==> src/rtl/uart_tx_param.sv <==
// uart_tx_param: parametrised UART transmitter with built-in baud divider.
//
// Frame: start(0), DATA_BITS data bits LSB first, optional parity bit,
// one or two stop bits(1). Frame settings are captured at the handshake, so
// input changes after accept do not affect the frame in flight.
//
// Parameters:
//   DATA_BITS     data bits per frame (5..9)
//   CLKS_PER_BIT  clk cycles per bit period (>= 2)
//
// Ports:
//   clk          clock
//   reset        asynchronous, active-high reset (aborts any frame, TXD=1)
//   tx_data      payload, captured on accept
//   tx_valid     client has data
//   tx_ready     block can accept (high only in IDLE)
//   parity_mode  00/11 none, 01 even, 10 odd; captured on accept
//   stop2        1 = two stop bits; captured on accept
//   break_req    (only with UART_TX_BREAK_EN) request a line break
//   busy         high whenever not IDLE
//   TXD          serial line, idle/mark = 1
//
// Optional feature macro: UART_TX_BREAK_EN adds break_req and a BREAK state.
// Break holds TXD low for at least one 8N1-style frame time
// (CLKS_PER_BIT*(DATA_BITS+2) cycles), then one stop bit period of mark.

module uart_tx_param #(
    parameter int unsigned DATA_BITS    = 8,
    parameter int unsigned CLKS_PER_BIT = 16
) (
    input  logic                 clk,
    input  logic                 reset,
    input  logic [DATA_BITS-1:0] tx_data,
    input  logic                 tx_valid,
    output logic                 tx_ready,
    input  logic [1:0]           parity_mode,
    input  logic                 stop2,
`ifdef UART_TX_BREAK_EN
    input  logic                 break_req,
`endif
    output logic                 busy,
    output logic                 TXD
);

    localparam int unsigned BAUD_W = $clog2(CLKS_PER_BIT);
    localparam int unsigned BIT_W  = $clog2(DATA_BITS);
    localparam logic [BAUD_W-1:0] BAUD_LAST = BAUD_W'(CLKS_PER_BIT - 1);
    localparam logic [BIT_W-1:0]  BIT_LAST  = BIT_W'(DATA_BITS - 1);

`ifdef UART_TX_BREAK_EN
    localparam int unsigned BRK_CYC = CLKS_PER_BIT * (DATA_BITS + 2);
    localparam int unsigned BRK_W   = $clog2(BRK_CYC);
    localparam logic [BRK_W-1:0] BRK_LAST = BRK_W'(BRK_CYC - 1);
`endif

    typedef enum logic [2:0] {
        IDLE,
        START,
        DATA,
        PARITY,
        STOP
`ifdef UART_TX_BREAK_EN
        , BREAK
`endif
    } state_t;

    state_t               state_q;
    logic [BAUD_W-1:0]    baud_q;
    logic [BIT_W-1:0]     bit_q;
    logic [DATA_BITS-1:0] shift_q;
    logic                 par_en_q;
    logic                 par_bit_q;
    logic                 stop2_q;
    logic                 txd_q;
    logic                 busy_q;
    logic                 ready_q;
`ifdef UART_TX_BREAK_EN
    logic [BRK_W-1:0]     brk_q;
`endif

    logic baud_done;
    assign baud_done = (baud_q == BAUD_LAST);

    assign TXD      = txd_q;
    assign busy     = busy_q;
    assign tx_ready = ready_q;

    always_ff @(posedge clk or posedge reset) begin
        if (reset) begin
            state_q   <= IDLE;
            baud_q    <= '0;
            bit_q     <= '0;
            shift_q   <= '0;
            par_en_q  <= 1'b0;
            par_bit_q <= 1'b0;
            stop2_q   <= 1'b0;
            txd_q     <= 1'b1;
            busy_q    <= 1'b0;
            ready_q   <= 1'b1;
`ifdef UART_TX_BREAK_EN
            brk_q     <= '0;
`endif
        end else begin
            // Baud counter restarts on every bit boundary and stays at 0 in IDLE.
            if (state_q == IDLE || baud_done) baud_q <= '0;
            else                              baud_q <= baud_q + 1'b1;

            unique case (state_q)
                IDLE: begin
`ifdef UART_TX_BREAK_EN
                    if (break_req) begin
                        state_q <= BREAK;
                        brk_q   <= '0;
                        txd_q   <= 1'b0;
                        busy_q  <= 1'b1;
                        ready_q <= 1'b0;
                    end else
`endif
                    if (tx_valid) begin
                        state_q   <= START;
                        shift_q   <= tx_data;
                        par_en_q  <= (parity_mode == 2'b01) || (parity_mode == 2'b10);
                        par_bit_q <= (^tx_data) ^ (parity_mode == 2'b10);
                        stop2_q   <= stop2;
                        txd_q     <= 1'b0;
                        busy_q    <= 1'b1;
                        ready_q   <= 1'b0;
                    end
                end
                START: begin
                    if (baud_done) begin
                        state_q <= DATA;
                        bit_q   <= '0;
                        txd_q   <= shift_q[0];
                    end
                end
                DATA: begin
                    if (baud_done) begin
                        if (bit_q == BIT_LAST) begin
                            bit_q <= '0;
                            if (par_en_q) begin
                                state_q <= PARITY;
                                txd_q   <= par_bit_q;
                            end else begin
                                state_q <= STOP;
                                txd_q   <= 1'b1;
                            end
                        end else begin
                            // Next bit is presented from shift_q[1] as the register shifts.
                            bit_q   <= bit_q + 1'b1;
                            shift_q <= shift_q >> 1;
                            txd_q   <= shift_q[1];
                        end
                    end
                end
                PARITY: begin
                    if (baud_done) begin
                        state_q <= STOP;
                        bit_q   <= '0;
                        txd_q   <= 1'b1;
                    end
                end
                STOP: begin
                    if (baud_done) begin
                        // bit_q counts completed stop bits when two are requested.
                        if (stop2_q && bit_q == '0) begin
                            bit_q <= BIT_W'(1);
                        end else begin
                            state_q <= IDLE;
                            bit_q   <= '0;
                            busy_q  <= 1'b0;
                            ready_q <= 1'b1;
                        end
                    end
                end
`ifdef UART_TX_BREAK_EN
                BREAK: begin
                    if (brk_q != BRK_LAST) brk_q <= brk_q + 1'b1;
                    if (!break_req && brk_q == BRK_LAST) begin
                        // Reuse STOP for the single trailing mark bit.
                        state_q <= STOP;
                        bit_q   <= '0;
                        stop2_q <= 1'b0;
                        txd_q   <= 1'b1;
                    end
                end
`endif
                default: begin
                    state_q <= IDLE;
                    txd_q   <= 1'b1;
                    busy_q  <= 1'b0;
                    ready_q <= 1'b1;
                end
            endcase
        end
    end

endmodule

==> config.mk <==
export PLATFORM = sky130hd
export DESIGN_NAME = uart_tx_param
export DESIGN_NICKNAME = d
export VERILOG_FILES = /design/src/rtl/uart_tx_param.sv
export SDC_FILE = /design/constraint.sdc
export NUM_CORES = 1
export LEC_CHECK = 0
export ABC_AREA = 0
export CAP_MARGIN = 20
export CELL_PAD_IN_SITES_DETAIL_PLACEMENT = 0
export CELL_PAD_IN_SITES_GLOBAL_PLACEMENT = 1
export CORE_MARGIN = 1
export CORE_UTILIZATION = 45
export DETAILED_ROUTE_END_ITERATION = 8
export PLACE_DENSITY = 0.87
export SKIP_LAST_GASP = 1
export SYNTH_ARGS = -nofsm -noshare
export SYNTH_HDL_FRONTEND = slang
export SYNTH_SLANG_ARGS = --single-unit
export TNS_END_PERCENT = 100
==> constraint.sdc <==
create_clock -name clk -period 5.1 [get_ports clk]
set_clock_uncertainty 0.2 [all_clocks]
set_input_delay 1.53 -clock clk [delete_from_list [all_inputs] [get_ports clk]]
set_output_delay 1.53 -clock clk [all_outputs]
set_load 0.03 [all_outputs]
==> results.py <==
metrics = {
    "hold_path": {
        "min_path_type": "reg2reg",
    },
    "synthesis": {
        "netlist_area_um2": 1300,
        "ys.flop_type": "dfrtp_1",
        "syn_avg_cell_area_um2": 10.5,
        "syn_nets": 143,
        "yosysSeqAreaShare": 0.463,
        "yosysWarningCount": 0,
        "ys_seq_elements": 24,
        "async_reset_ff_frac": 1.00,
        "netlist-cell-type-count": 35,
        "postSynthCellCount": 124,
        "synth-edff-count": 0,
    },
    "drt": {
        "drt_pass1_iterations": 4,
        "drc": 0,
        "final_antenna_net_count": 0,
        "finalWirelength_um": 2480,
        "wl_per_cell_um": 14.5,
        "drtIter0Drc": 39,
        "post_drt_via_cell_ratio": 5.62,
        "vias": 961,
    },
    "critical_path": {
        "cp_data_required_time_ns": 3.37,
        "critPathBufInv": 1,
        "cpLargestDelayFamily": "buffers and inverters",
        "worstSetupEndpointType": "primary output",
        "path_cells": "clkdlybuf4s50_1",
        "max_stage_delay_ns": 0.66,
        "crit_fanout": 3,
        "crit_path_start_kind": "register",
        "r2r_setup_slack_ns": 3.07,
        "worst_path_max_delay_cell": "clkdlybuf4s50_1",
        "path_class": "reg2out",
        "arrival_ns": 1.54,
    },
    "timing": {
        "hold_viol_final": 0,
        "rsz0062_at_grt": "false",
        "period_share": 0.641,
        "slew_headroom": 0.688,
        "tns_ns": 0,
        "timing.final.crit_period_ns": 3.27,
        "hold_ws_ns": 0.308,
        "finalMaxSlewViolations": 0,
        "setup_violations": 0,
        "worst_slew_pin_slew_ns": 0.468,
        "clock.fmax_ghz": 0.306,
    },
    "grt": {
        "grt_max_degree": 25,
        "grt_pass1_wl_um": 4340,
        "grt_antenna_before_repair": 0,
        "grt_use_total": 0.176,
        "grt_remaining_overflow": 0,
        "first_global_vias": 1002,
    },
    "floorplan": {
        "pin_count": 17,
        "fp.dieW_um": 55.8,
        "die_y_um": 55.8,
        "initial_core_util": 0.472,
        "rows": 19,
        "die_area_um2": 3110,
        "fp.coreArea_um2": 2760,
    },
    "finish": {
        "nets": 160,
        "area_delta_synth_final_pct": 17.6,
        "drive_gt1_frac": 0.100,
        "fin_area_um2": 1530,
        "final_common_cell": "dfrtp_1",
        "seq_area_um2": 603,
        "multi_input_area_um2": 634,
        "final_cell_mix": "dfrtp_1, clkdlybuf4s50_1, nor2_1, o21a_1, o21ai_0",
        "fillCellCount": 258,
        "finalCoreUtilization": 0.555,
        "antenna_cells": 0,
    },
    "power": {
        "power_density_nw_per_um2": 235,
        "ir_drop_mv": 0.173,
        "leakage_uw": 0.000690,
        "power_uw": 360,
    },
    "placed_design": {
        "placed_cell_area_um2": 1460,
        "globalplace.congestion": 0.795,
        "hpwl_um": 1790,
        "port_buffers": 16,
    },
    "clock_tree": {
        "cts_tree": "done",
        "clk_path_buf_depth": 2,
        "hold_buffers": 0,
        "worstSkewPairLatency_ns": 0.32,
        "clock-sinks": 24,
        "cts_resized": 0,
        "numCtsBuffers": 3,
        "cts_setup_buffers": 0,
        "cts.clk_slew.worst_paths_ns": 0.14,
        "htree_levels": 1,
        "root_buffer": "clkbuf_4",
    },
    "flow_run": {
        "cap_viol_max_count": 0,
    },
    "run_status": {
        "outcome": "finished, final reports clean",
    },
}
cells in the mapped netlist, drive strengths merged (2+ instances only):
cell,n,area (µm²)
nand2,8,40.0
a21oi,6,30.0
xnor2,5,43.8
dfstp,2,52.6
nand3,6,35.0
nor2b,2,12.5
o21ai,9,45.0
dfrtp,22,551
mux2,2,26.3
nor2,10,37.5
and3,3,18.8
o22a,7,61.3
inv,7,26.3
o21a,9,67.6
a32o,2,20.0
ha,5,62.6
buf,4,32.5
nor3,3,31.3
o211ai,2,15.0
xor2,2,17.5
per-stage QoR:
step | cells | setup WS [ns]
finish | 171 | 1.83
global route | 171 | 1.80
CTS | 170 | 1.81
detailed placement | 166 | 1.78
global placement | 166 | 1.81
floorplan | 124 | 2.32
worst paths after layout:
check,from,end,depth (start not counted)
worst max-delay path,TXD,TXD,1
max in group asynchronous,reset,TXD,3
worst max register to register,bit_q[0],shift_q[1],6
worst min register to register,shift_q[3],shift_q[3],1
worst min-delay path,shift_q[3],shift_q[3],1
min in group asynchronous,reset,shift_q[7],2
metal layers:
metal,track usage,wire length [µm],vias to the layer above
met4,0.0643,17,0
li1,-,-,476
met3,0.0209,68,2
met1,0.230,1190,467
met5,0,0,-
met2,0.301,1200,16
logic make-up (layout without fill, tap and decap cells):
kind of cell | count (synthesis) | count (layout) | synth area share
adders and majority gates | 5 | 5 | 0.0481
buffers and inverters | 12 | 28 | 0.0490
and+or+nand+nor | 35 | 35 | 0.154
muxes | 2 | 2 | 0.0202
DFF | 24 | 24 | 0.463
AOI/OAI and AO/OA | 38 | 38 | 0.201
xor gates and xnor gates | 8 | 8 | 0.0644
report_power, final:
group | leakage (µW) | switching [µW] | internal (µW)
Combinational | 0.000354 | 11.7 | 18.6
Clock | 0.0000279 | 59.6 | 79.5
Sequential | 0.000308 | 0 | 190
state kept, by name, summed over array words and instances (netlist names):
signal,cells
tx_ready,1
bit_q,3
stop2_q,1
shift_q,8
state_q,3
baud_q,4
busy,1
TXD,1
par_bit_q,1
par_en_q,1
final cells by class:
type,count,share of cell area
clock inverters,1,0.0196
multi-input cells,88,0.415
well taps,31,0.0253
repair buffers,17,0.114
inverters,7,0.0172
flip-flops and latches,24,0.394
clock buffers,3,0.0147
No activity file was read; power rests on OpenSTA's default activity.
